[config.mk]
export PLATFORM = sky130hd
export DESIGN_NAME = race_controller
export DESIGN_NICKNAME = d
export VERILOG_FILES = /design/src/rtl/race_controller.sv
export SDC_FILE = /design/constraint.sdc
export NUM_CORES = 1
export LEC_CHECK = 0
export ABC_CLOCK_PERIOD_IN_PS = 3400
export BUFFER_PORTS_ARGS = -buffer_cell sky130_fd_sc_hd__buf_2
export CAP_MARGIN = 15
export CORE_MARGIN = 4
export CORE_UTILIZATION = 45
export CTS_CLUSTER_SIZE = 8
export DETAILED_ROUTE_END_ITERATION = 10
export HOLD_SLACK_MARGIN = 0.12
export SLEW_MARGIN = 10
export SYNTH_ARGS = -nofsm -noshare
export SYNTH_HDL_FRONTEND = slang
export SYNTH_SLANG_ARGS = --single-unit
export TNS_END_PERCENT = 1
[constraint.sdc]
create_clock -name clk -period 3.4 [get_ports clk]
set_input_delay 0.34 -clock clk [delete_from_list [all_inputs] [get_ports clk]]
set_output_delay 0.34 -clock clk [all_outputs]
set_load 0.01 [all_outputs]
[src/rtl/race_controller.sv]
// Reaction-race controller: 3-2-1 countdown, then player key presses race a PC pacer.
// Optional player-key debouncer enabled by defining RACE_KEY_DEBOUNCE_EN.
module race_controller #(
    parameter int unsigned CD_DIV     = 50000000,
    parameter int unsigned PC_DIV     = 25000000,
    parameter int unsigned DEB_CYCLES = 500000
) (
    input  logic       clk,
    input  logic       resetn,
    input  logic       start_key,
    input  logic       player_key,
    input  logic       player_ended,
    input  logic       pc_ended,
    output logic       player_dec,
    output logic       pc_dec,
    output logic       score_clr_n,
    output logic [1:0] countdown,
    output logic       racing,
    output logic [1:0] winner
);

    localparam int unsigned CdW = (CD_DIV > 1) ? $clog2(CD_DIV) : 1;
    localparam int unsigned PcW = (PC_DIV > 1) ? $clog2(PC_DIV) : 1;
    localparam logic [CdW-1:0] CdMax = CdW'(CD_DIV - 1);
    localparam logic [PcW-1:0] PcMax = PcW'(PC_DIV - 1);

    typedef enum logic [1:0] {StIdle, StCount, StRace, StDone} state_e;

    state_e           state_q;
    logic [CdW-1:0]   cd_cnt_q;
    logic [PcW-1:0]   pc_cnt_q;
    logic [1:0]       start_sync_q;
    logic [1:0]       player_sync_q;
    logic             start_prev_q;
    logic             player_prev_q;
    logic             player_level;
    logic             start_pulse;
    logic             player_pulse;

    always_ff @(posedge clk or negedge resetn) begin
        if (!resetn) begin
            start_sync_q  <= '0;
            player_sync_q <= '0;
            start_prev_q  <= 1'b0;
            player_prev_q <= 1'b0;
        end else begin
            start_sync_q  <= {start_sync_q[0], start_key};
            player_sync_q <= {player_sync_q[0], player_key};
            start_prev_q  <= start_sync_q[1];
            player_prev_q <= player_level;
        end
    end

`ifdef RACE_KEY_DEBOUNCE_EN
    localparam int unsigned DbW = (DEB_CYCLES > 1) ? $clog2(DEB_CYCLES) : 1;
    localparam logic [DbW-1:0] DbMax = DbW'(DEB_CYCLES - 1);

    logic [DbW-1:0] deb_cnt_q;
    logic           deb_level_q;

    // Counts consecutive cycles the synced key disagrees with the debounced level.
    always_ff @(posedge clk or negedge resetn) begin
        if (!resetn) begin
            deb_cnt_q   <= '0;
            deb_level_q <= 1'b0;
        end else if (player_sync_q[1] == deb_level_q) begin
            deb_cnt_q <= '0;
        end else if (deb_cnt_q == DbMax) begin
            deb_cnt_q   <= '0;
            deb_level_q <= player_sync_q[1];
        end else begin
            deb_cnt_q <= deb_cnt_q + DbW'(1);
        end
    end

    assign player_level = deb_level_q;
`else
    assign player_level = player_sync_q[1];
`endif

    assign start_pulse  = start_sync_q[1] & ~start_prev_q;
    assign player_pulse = player_level & ~player_prev_q;
    assign racing       = (state_q == StRace);

    always_ff @(posedge clk or negedge resetn) begin
        if (!resetn) begin
            state_q     <= StIdle;
            countdown   <= 2'd0;
            winner      <= 2'b00;
            player_dec  <= 1'b0;
            pc_dec      <= 1'b0;
            score_clr_n <= 1'b0;
            cd_cnt_q    <= '0;
            pc_cnt_q    <= '0;
        end else begin
            player_dec <= 1'b0;
            pc_dec     <= 1'b0;
            unique case (state_q)
                StIdle: begin
                    if (start_pulse) begin
                        state_q   <= StCount;
                        countdown <= 2'd3;
                        cd_cnt_q  <= '0;
                    end
                end
                StCount: begin
                    if (cd_cnt_q == CdMax) begin
                        cd_cnt_q  <= '0;
                        countdown <= countdown - 2'd1;
                        // Countdown hits 0 on the same edge the race begins.
                        if (countdown == 2'd1) begin
                            state_q     <= StRace;
                            score_clr_n <= 1'b1;
                            pc_cnt_q    <= '0;
                        end
                    end else begin
                        cd_cnt_q <= cd_cnt_q + CdW'(1);
                    end
                end
                StRace: begin
                    if (player_ended || pc_ended) begin
                        state_q <= StDone;
                        winner  <= {pc_ended, player_ended};
                    end else begin
                        player_dec <= player_pulse;
                        if (pc_cnt_q == PcMax) begin
                            pc_cnt_q <= '0;
                            pc_dec   <= 1'b1;
                        end else begin
                            pc_cnt_q <= pc_cnt_q + PcW'(1);
                        end
                    end
                end
                StDone: begin
                    if (start_pulse) begin
                        state_q     <= StCount;
                        countdown   <= 2'd3;
                        winner      <= 2'b00;
                        score_clr_n <= 1'b0;
                        cd_cnt_q    <= '0;
                    end
                end
            endcase
        end
    end

endmodule

==> impl_results.md <==
- Run status: finished, final reports clean
- Global-route wire length before repair: around 16000 um
- Per-cell routed wire length: 17.4 um
- Setup violation total in the final timing report: 0
- Main synth FF type: sky130_fd_sc_hd__dfrtp_1
- Area growth from synthesis to final layout: 11.1%
- Setup clock skew after layout: between 0.01 and 0.015 ns
- Core region area: just over 8000 um2
- Initial core utilization: roughly 47%
- Iteration count of the initial detailed-routing pass: 5
- Sequential-to-total area share from yosys stat: a little over two fifths
- Reg2reg path depth: 7
- Post-Route Setup TNS: 0 ns
- Number of design rule violations left after detail routing: 0
- Vias/cell: slightly above 6
- Fmax: around 0.37 GHz
- Worst ir drop on vdd: about 0.00028 V
- Via count: around 3200
- Worst path required time: roughly 3.7 ns
- Pwr Density: ~490 nW/um2
- Mapped Avg Cell Area: ~9.5 um2
- Max Root-Sink Buffers: 2
- Most frequent cell after synthesis: sky130_fd_sc_hd__dfrtp_1
- CP max FO: 11
- Vert. Die Dim: ~100 um
- Data arrival time at the worst-slack endpoint: 2.98 ns
- Filler cell count in the final layout: between 800 and 900
- Die Footprint: 10100 um2
- Count of flip-flops with a built-in enable after synthesis: 0
- Post-Syn Instances: 405
- RSZ-0062 raised after global routing: no
- Row count: 33
- Total I/O pin count: 14
- Overall track demand over capacity in global routing: 19.8%
- Worst stage delay on the critical path: 0.56 ns
- Clock latency of the later-clocked register in the worst-skew pair: approximately 0.34 ns
- Leakage component of the power: about 1.7 nW
- Count of instances resized after the clock tree is built: 0
- Count of port buffers added during placement: 13
- Number of clock sinks seen by CTS: 66
- Number of cells on the worst hold path: 3
- Fraction of synthesis flops using an asynchronous set or reset pin: between 90% and 100%
- Share of post-route cells with drive strength above 1: 12.7%
- Type of the worst setup path: reg -> reg
- Number of buffers inserted by hold repair at cts: 3
- H-tree Lvls: 3
- Final GP Congestion: between 0.9 and 1
- Top post-synthesis cells by area: sky130_fd_sc_hd__dfrtp_1, sky130_fd_sc_hd__nor2_1, sky130_fd_sc_hd__nand4_1
- R2R Path Start: state_q[0]
- Startpoint kind of the worst setup timing path: flip-flop
- HPWL after detailed placement: 6630 um
- Post-CTS Setup Inserts: 0
- Number of nets in the synthesized netlist: ~420
- Nature of the critical path endpoint: flip-flop
- Netlist Area Pre-Place: 3840 um2
- Worst hold path class: in -> reg
- Count of nets left with antenna violations after detail routing: 0
- TritonCTS Buffers: 9
- Ratio of final minimum period to clock period: around four fifths
- Synthesis-stage register bit count: between 60 and 70
- Die Span X: around 100 um
- Largest area contributor in the synthesized netlist: sky130_fd_sc_hd__dfrtp_1
- Number of slew-limit violations in the final report: 0
- Capturing element of the worst setup path: cd_cnt_q[25]
- Vias in the first global route: 3009
- Total of max-cap violations: 0
- Register-to-register setup slack: 0.70 ns
- Most instantiated cells after synthesis: sky130_fd_sc_hd__dfrtp_1, sky130_fd_sc_hd__nor2_1, sky130_fd_sc_hd__nand3_1
- Cell chain of the critical path: inv_1 > ha_1 > and3b_1 > o211ai_4 > or4_4 > or4_1 > a21oi_1
- Number of antenna violations at the first check in global routing: 0
- Share of the synthesized area in the top cell type: between 40% and 50%
- Capture point of the worst reg-to-reg path: cd_cnt_q[25]
- Maximum number of pins on one net before global-route repair: 29
- Post-CTS clock slew at the launch and capture registers of the worst setup and hold paths: around 0.080 ns
- Ant diodes: 0
- Slew Limit Headroom: approximately 37%
- Post-detailed-routing wire length: just over 9000 um
- Iter 0 DRT Violations: roughly 220
- Count of different cell masters after synthesis: between 70 and 80
- Min Clock Period, post-route: ~2.7 ns
- Timing startpoint of the critical path: state_q[0]
- Total number of yosys warnings: 0
- Transition time at the pin with the least slew margin: 0.949 ns
- Worst Hold Slack: 0.336 ns
- Cell chosen for the clock root: sky130_fd_sc_hd__clkbuf_8
- Post-layout net count: around 430
- Grt ovf: 0
- TritonCTS clock tree: yes
- Cell at the slowest stage of the critical path: sky130_fd_sc_hd__or4_4
- Final hold vios: 0
per-stage QoR:
stage          cell area (um2)  power (mW)  std cells  worst slack [ns]  utilization, %
6_report                  4270        2.10        530             0.695            51.7
2_1_floorplan             3840        1.23        405              1.05               -
3_3_place_gp              4010        1.34        512             0.766            48.6
4_1_cts                   4270        2.12        530             0.690            51.7
5_1_grt                   4270        2.22        530             0.531            51.7
3_5_place_dp              4010        1.35        512             0.698            48.6
area by class of cell:
cell class / count / area, um2 / share of cell area, %
Multi-Input combinational cell: 301 / 2030 / 47.5
Sequential cell: 66 / 1650 / 38.7
Timing Repair Buffer: 26 / 170 / 3.98
Clock buffer: 11 / 151 / 3.55
Tap cell: 105 / 131 / 3.08
Clock inverter: 4 / 75.1 / 1.76
Inverter: 17 / 63.8 / 1.49
where the power goes:
part	switching (mW)	leakage, nW	internal (mW)
logic	0.311	0.718	0.165
clock network	0.307	0.108	0.449
registers	0.0467	0.889	0.820
total	0.665	1.72	1.43
critical path, delay by kind of cell (launching register included):
family	cells	cell delay (ns)
buffers and inverters	1	0.06
AOI/OAI and AO/OA	2	0.32
adders and majority gates	1	0.50
DFF	1	0.39
and+or+nand+nor	3	1.35
sequential cells by signal, summed over array words and instances, names as in the netlist:
signal and count:
player_sync_q 2, state_q 2, start_prev_q 1, pc_dec 1, countdown 2, cd_cnt_q 26, pc_cnt_q 25, player_prev_q 1
score_clr_n 1, start_sync_q 2, player_dec 1, winner 2
placed cells by master (no fill, tap or decap), types with 7 or more instances in the layout:
cell	instances
sky130_fd_sc_hd__nand3_1	23
sky130_fd_sc_hd__o2bb2ai_1	7
sky130_fd_sc_hd__o21ai_1	7
sky130_fd_sc_hd__xnor2_1	11
sky130_fd_sc_hd__buf_2	13
sky130_fd_sc_hd__nor2_1	46
sky130_fd_sc_hd__and3_1	8
sky130_fd_sc_hd__clkbuf_8	11
sky130_fd_sc_hd__nor4_1	8
sky130_fd_sc_hd__a21oi_1	11
sky130_fd_sc_hd__buf_4	10
sky130_fd_sc_hd__inv_1	16
sky130_fd_sc_hd__nand2_1	20
sky130_fd_sc_hd__xor2_1	9
sky130_fd_sc_hd__dfrtp_1	66
sky130_fd_sc_hd__o21ai_0	10
sky130_fd_sc_hd__nand4_1	22
sky130_fd_sc_hd__nor3_1	10
metal layers:
layer  global-route usage, %  vias to the layer above  wire (um)
li1                        -                     1551          -
met1                    30.1                     1592       4610
met3                    3.13                        8        437
met2                    29.0                       86       4070
met4                    6.22                        0        104
met5                       0                        -          0
cells by family after synthesis:
group | after synthesis | synth area share, %
compound gates | 83 | 16.7
xor+xnor | 20 | 4.56
fa+ha+maj | 6 | 1.95
buf+inv | 38 | 4.30
flops | 66 | 43.0
mux | 8 | 2.15
simple gates | 184 | 27.4
worst min path at each step:
stage | startpoint | end | slack, ns
2_1_floorplan | resetn | cd_cnt_q[0] | 0.04
3_3_place_gp | start_sync_q[0] | start_sync_q[1] | 0.33
3_5_place_dp | start_sync_q[0] | start_sync_q[1] | 0.34
4_1_cts | pc_ended | winner[1] | 0.33
5_1_grt | player_sync_q[0] | player_sync_q[1] | 0.36
6_report | pc_ended | winner[1] | 0.34
No activity file was read; power rests on OpenSTA's default activity.
